--- src/rtl/mux_scan_nx1_if.sv ---
// Request/response bundle for the N:1 scanning mux.
// The master side drives requests and out_ready; the slave side (the mux) drives results.
interface mux_scan_nx1_if #(
    parameter int N = 8,
    parameter int W = 1
);
    localparam int SW = $clog2(N);

    logic [N*W-1:0] data_in;
    logic [SW-1:0]  sel;
    logic           mode;
    logic           in_valid;
    logic           out_ready;
    logic [W-1:0]   out_data;
    logic [SW-1:0]  out_sel;
    logic           out_valid;
    logic           busy;
    logic           done;

    modport master (
        output data_in, sel, mode, in_valid, out_ready,
        input  out_data, out_sel, out_valid, busy, done
    );

    modport slave (
        input  data_in, sel, mode, in_valid, out_ready,
        output out_data, out_sel, out_valid, busy, done
    );
endinterface

--- src/rtl/mux_scan_nx1.sv ---
// N:1 channel mux with a manual single-pick mode and a scan mode that
// snapshots all channels and emits them one per handshake, index 0..N-1.
// N must be a power of two (>= 2) so the select exactly covers the channels.
module mux_scan_nx1 #(
    parameter int N = 8,
    parameter int W = 1
) (
    input  logic          clk,
    input  logic          rst_n,
    mux_scan_nx1_if.slave bus
);
    localparam int SW = $clog2(N);

    typedef enum logic [1:0] {
        IDLE = 2'd0,
        HOLD = 2'd1,
        SCAN = 2'd2
    } state_t;

    state_t         state_q,     state_d;
    logic [W-1:0]   out_data_q,  out_data_d;
    logic [SW-1:0]  out_sel_q,   out_sel_d;
    logic           out_valid_q, out_valid_d;
    logic           done_q,      done_d;
    logic [N*W-1:0] snap_q,      snap_d;

    // Unpacked channel views so the select can index them directly.
    logic [W-1:0]   live_ch [N];
    logic [W-1:0]   snap_ch [N];

    for (genvar k = 0; k < N; k++) begin : g_ch
        assign live_ch[k] = bus.data_in[k*W +: W];
        assign snap_ch[k] = snap_q[k*W +: W];
    end

    logic          hs;
    logic [SW-1:0] nxt_sel;

    assign hs      = out_valid_q & bus.out_ready;
    assign nxt_sel = out_sel_q + SW'(1);

    // Next-state and output computation for the IDLE/HOLD/SCAN machine.
    always_comb begin
        state_d     = state_q;
        out_data_d  = out_data_q;
        out_sel_d   = out_sel_q;
        out_valid_d = out_valid_q;
        snap_d      = snap_q;
        done_d      = 1'b0;
        case (state_q)
            IDLE: begin
                if (bus.in_valid) begin
                    out_valid_d = 1'b1;
                    if (!bus.mode) begin
                        out_data_d = live_ch[bus.sel];
                        out_sel_d  = bus.sel;
                        state_d    = HOLD;
                    end else begin
                        snap_d     = bus.data_in;
                        out_data_d = live_ch[0];
                        out_sel_d  = '0;
                        state_d    = SCAN;
                    end
                end
            end
            HOLD: begin
                // A fresh manual pick arriving with the handshake keeps the
                // output stream full with no bubble.
                if (hs) begin
                    if (bus.in_valid && !bus.mode) begin
                        out_data_d = live_ch[bus.sel];
                        out_sel_d  = bus.sel;
                    end else begin
                        out_valid_d = 1'b0;
                        state_d     = IDLE;
                    end
                end
            end
            SCAN: begin
                // Requests are ignored here; the last beat ends the scan.
                if (hs) begin
                    if (out_sel_q != SW'(N-1)) begin
                        out_sel_d  = nxt_sel;
                        out_data_d = snap_ch[nxt_sel];
                    end else begin
                        out_valid_d = 1'b0;
                        done_d      = 1'b1;
                        state_d     = IDLE;
                    end
                end
            end
            default: begin
                out_valid_d = 1'b0;
                state_d     = IDLE;
            end
        endcase
    end

    // State and registered outputs; reset aborts any pick or scan in flight.
    always_ff @(posedge clk or negedge rst_n) begin
        if (!rst_n) begin
            state_q     <= IDLE;
            out_data_q  <= '0;
            out_sel_q   <= '0;
            out_valid_q <= 1'b0;
            done_q      <= 1'b0;
            snap_q      <= '0;
        end else begin
            state_q     <= state_d;
            out_data_q  <= out_data_d;
            out_sel_q   <= out_sel_d;
            out_valid_q <= out_valid_d;
            done_q      <= done_d;
            snap_q      <= snap_d;
        end
    end

    assign bus.out_data  = out_data_q;
    assign bus.out_sel   = out_sel_q;
    assign bus.out_valid = out_valid_q;
    assign bus.done      = done_q;
    assign bus.busy      = (state_q != IDLE);
endmodule

--- src/flat_wrapper.sv ---
// flat-port wrapper written by rule: the top's interface ports become plain ports
module mux_scan_nx1_flat 
#(
    parameter int N = 8,
    parameter int W = 1
)
  (clk, rst_n, bus_data_in, bus_sel, bus_mode, bus_in_valid, bus_out_ready, bus_out_data, bus_out_sel, bus_out_valid, bus_busy, bus_done);
  mux_scan_nx1_if #(.N(N), .W(W)) bus_i ();
  input  logic clk;
  input  logic rst_n;
  input wire logic [$bits(bus_i.data_in)-1:0] bus_data_in;
  input wire logic [$bits(bus_i.sel)-1:0] bus_sel;
  input wire logic [$bits(bus_i.mode)-1:0] bus_mode;
  input wire logic [$bits(bus_i.in_valid)-1:0] bus_in_valid;
  input wire logic [$bits(bus_i.out_ready)-1:0] bus_out_ready;
  output wire logic [$bits(bus_i.out_data)-1:0] bus_out_data;
  output wire logic [$bits(bus_i.out_sel)-1:0] bus_out_sel;
  output wire logic [$bits(bus_i.out_valid)-1:0] bus_out_valid;
  output wire logic [$bits(bus_i.busy)-1:0] bus_busy;
  output wire logic [$bits(bus_i.done)-1:0] bus_done;
  assign bus_i.data_in = bus_data_in;
  assign bus_i.sel = bus_sel;
  assign bus_i.mode = bus_mode;
  assign bus_i.in_valid = bus_in_valid;
  assign bus_i.out_ready = bus_out_ready;
  assign bus_out_data = bus_i.out_data;
  assign bus_out_sel = bus_i.out_sel;
  assign bus_out_valid = bus_i.out_valid;
  assign bus_busy = bus_i.busy;
  assign bus_done = bus_i.done;
  mux_scan_nx1 #(.N(N), .W(W)) u_core (.clk(clk), .rst_n(rst_n), .bus(bus_i));
endmodule
--- config.mk ---
export PLATFORM = sky130hd
export DESIGN_NAME = mux_scan_nx1_flat
export DESIGN_NICKNAME = d
export VERILOG_FILES = /design/src/rtl/mux_scan_nx1_if.sv /design/src/rtl/mux_scan_nx1.sv /design/src/flat_wrapper.sv
export SDC_FILE = /design/constraint.sdc
export NUM_CORES = 1
export LEC_CHECK = 0
export ABC_CLOCK_PERIOD_IN_PS = 1800
export BUFFER_PORTS_ARGS = -buffer_cell sky130_fd_sc_hd__buf_2
export CORE_UTILIZATION = 47
export DETAILED_ROUTE_END_ITERATION = 12
export GPL_TIMING_DRIVEN = 0
export PLACE_DENSITY_LB_ADDON = 0.08
export SETUP_SLACK_MARGIN = 0.15
export SLEW_MARGIN = 40
export SYNTH_ARGS = -nofsm -noshare
export SYNTH_HDL_FRONTEND = slang
export SYNTH_SLANG_ARGS = --single-unit
--- constraint.sdc ---
create_clock -name clk -period 1.8 [get_ports clk]
set_input_delay 0.09 -clock clk [delete_from_list [all_inputs] [get_ports clk]]
set_output_delay 0.09 -clock clk [all_outputs]
set_load 0.01 [all_outputs]
==> reports/metrics.csv <==
stage;metric;value;unit
outcome;status;finished, final reports clean;
cells_and_area;final_core_util;67.4;%
cells_and_area;nets;146;
clock_network;clock_path_buffers;2;
timing;tns;0;ns
synth;synth-edff-count;0;
critical_path;r2r_start;u_core.state_q[0]$_DFFE_PN0P_;
critical_path;r2r-end;u_core.bus.out_data$_DFFE_PN0P_;
routing;drtAntennaViolNets;0;
clock_network;numCtsBuffers;3;
cells_and_area;finish.instance_area;1350;um^2
global_routing;grt_antenna_before_repair;0;
routing;drtPass1Iterations;3;
floorplan;die_area;2350;um^2
cells_and_area;final_common_cell;buf_2;
routing;wire_per_inst;14.5;um
run;drv_cap;0;
clock_network;cts.reportedPaths.clkPinSlew;0.09;ns
synth;yosysUniqueCellTypes;31;
global_routing;grtUsageTotal;20.0;%
cells_and_area;nFillCells;164;
timing;finalSetupViolations;0;
synth;ys_seq_area_share;39.4;%
global_routing;overflow;0;
routing;vias_per_cell;5.39;
global_routing;grt_pass1_wl;3420;um
routing;drcViolationCount;0;
synth;syn-instance-count;87;
synth;synthesis.nets;111;
cells_and_area;drive_gt1_share;47.9;%
timing;hold_viol;0;
critical_path;worst-path-max-fanout;4;
global_routing;grt_pass1_vias;766;
global_routing;grt_max_degree;17;
place;dp.cells;135;
power;total_power;2290;uW
critical_path;crit_required;1.98;ns
critical_path;critical_path_arrival;1.88;ns
critical_path;crit_end;u_core.bus.out_data$_DFFE_PN0P_;
place;gp_congestion;0.745;
timing;fin_crit_sh;94.6;%
floorplan;die_h;48.5;um
synth;synth_ff_type;dfrtp_1;
power;powerDensity;1690;nW/um^2
power;ir_drop;0.844;mV
synth;ys_async_sr_fraction;100;%
timing;slew_viol_final;0;
synth;synth-seq-cells;16;
clock_network;cts_tree;done;
power;leakagePower;0.000620;uW
synth;ys_warn_count;0;
clock_network;htreeDepth;1;
place;dp_hpwl;1540;um
routing;num_vias;798;
critical_path;crit_path_start;u_core.state_q[0]$_DFFE_PN0P_;
place;place_area;1200;um^2
critical_path;reg2reg_slack;0.1;ns
cells_and_area;n_antenna_cell;0;
timing;max_freq;0.588;GHz
cells_and_area;fin_cells;148;
hold_path;hold_path_class;input pin to flip-flop;
critical_path;end_kind;flip-flop;
synth;synth_area_leaders;dfrtp_1, mux2_1, ha_1, mux4_2, mux2i_1;
floorplan;die_w;48.5;um
critical_path;reg2reg_depth;6;
timing;skew;0.00195;ns
timing;fin_crit;1.70;ns
cells_and_area;area_delta_synth_final;32.9;%
place;io_buffers;21;
floorplan;io_pins;23;
timing;maxSlewHeadroom;74.9;%
clock_network;cts.sinks;16;
clock_network;cts_root_buffer;clkbuf_4;
timing;rsz0062_at_grt;yes;
critical_path;critPathLaunchType;flip-flop;
synth;synth_area;1020;um^2
floorplan;start_util;50.7;%
synth;avgSynthCellArea;11.7;um^2
timing;worstMarginPinSlew;0.377;ns
synth;synth_top_area_share;39.4;%
floorplan;num_rows;16;
floorplan;core;2000;um^2
routing;wl;2150;um
synth;yosysTopAreaCell;dfrtp_1;
critical_path;crit_type;flip-flop to flip-flop;
cells_and_area;layout_common_cells;buf_2, dfrtp_1, mux2_1;
routing;drt_iter0_markers;1;
clock_network;worstSkewPairLatency;0.28;ns
==> timing repair <==
action                                 CTS  global route
resized for setup                        5             8
pin swaps                                3             4
buffers inserted                         5             3
hold buffers                             1             0
gates cloned                             0             0
setup endpoints to repair               15             7
endpoints found under the hold margin   16             0
==> registers in the layout, indices dropped and copies added (netlist names) <==
signal and flops:
u_core.bus.done 1, u_core.bus.out_data 1, u_core.bus.out_sel 3, u_core.bus.out_valid 1, u_core.snap_q 8, u_core.state_q 2
==> critical path, stage by stage (launching register included) <==
cell,delay [ns]
dfrtp_1,0.40
buf_4,0.16
ha_4,0.16
a2bb2oi_2,0.14
a2111oi_4,0.43
nor2b_1,0.09
a41o_1,0.22
==> through the flow <==
stage	setup slack, ns	hold WS, ns
2_1_floorplan	0.0695	-0.206
3_3_place_gp	-0.0787	0.0261
3_5_place_dp	-0.102	0.0302
4_1_cts	0.0439	0.0214
5_1_grt	0.0342	0.0189
6_report	0.0980	0.0265
==> metal layers <==
| layer | global-route usage (%) | vias up | routed length [um] |
|---|---|---|---|
| li1 | - | 388 | - |
| met1 | 26.0 | 383 | 962 |
| met2 | 32.9 | 21 | 1050 |
| met3 | 2.20 | 6 | 71 |
| met4 | 10.3 | 0 | 67 |
| met5 | 0 | - | 0 |
==> synthesized netlist by cell type, types with 2 or more instances <==
cell     instances
mux2_1          10
dfrtp_1         16
ha_1             8
nor2b_1          3
mux4_2           2
nand2_1          4
inv_1            6
a21oi_1          4
mux2i_1          4
a32oi_1          2
nor2_1           8
==> power by group <==
group | leakage (uW) | switching (uW) | total (uW) | internal, uW
Clock | 0.0000150 | 110 | 196 | 86.0
Combinational | 0.000412 | 645 | 1430 | 786
Sequential | 0.000192 | 124 | 661 | 537
==> worst min path at each step <==
stage / from / endpoint / slack [ns] / cells after the start
5_1_grt: bus_data_in[6] / u_core.snap_q[6]$_DFFE_PN0P_ / 0.02 / 2
3_3_place_gp: rst_n / u_core.bus.done$_DFF_PN0_ / 0.03 / 1
2_1_floorplan: rst_n / u_core.bus.done$_DFF_PN0_ / -0.21 / 0
6_report: bus_data_in[6] / u_core.snap_q[6]$_DFFE_PN0P_ / 0.03 / 2
4_1_cts: bus_data_in[6] / u_core.snap_q[6]$_DFFE_PN0P_ / 0.02 / 2
3_5_place_dp: rst_n / u_core.bus.done$_DFF_PN0_ / 0.03 / 1
==> layout make-up <==
type                            count  area, um^2  share of cell area, %
Inverter                            6        22.5                   1.67
Timing Repair Buffer               30         179                   13.3
Multi-Input combinational cell     64         682                   50.5
Sequential cell                    16         402                   29.7
Clock buffer                        4        26.3                   1.95
Tap cell                           27        33.8                   2.50
Buffer                              1        5.00                  0.371
==> cell families after synthesis <==
| kind of cell | Yosys count | synth area share (%) |
|---|---|---|
| AOI/OAI and AO/OA | 17 | 15.4 |
| adders and majority gates | 8 | 9.85 |
| buffers and inverters | 7 | 2.71 |
| DFF | 16 | 39.4 |
| muxes | 17 | 20.6 |
| and+or+nand+nor | 22 | 12.1 |
No activity file was read; power rests on OpenSTA's default activity.
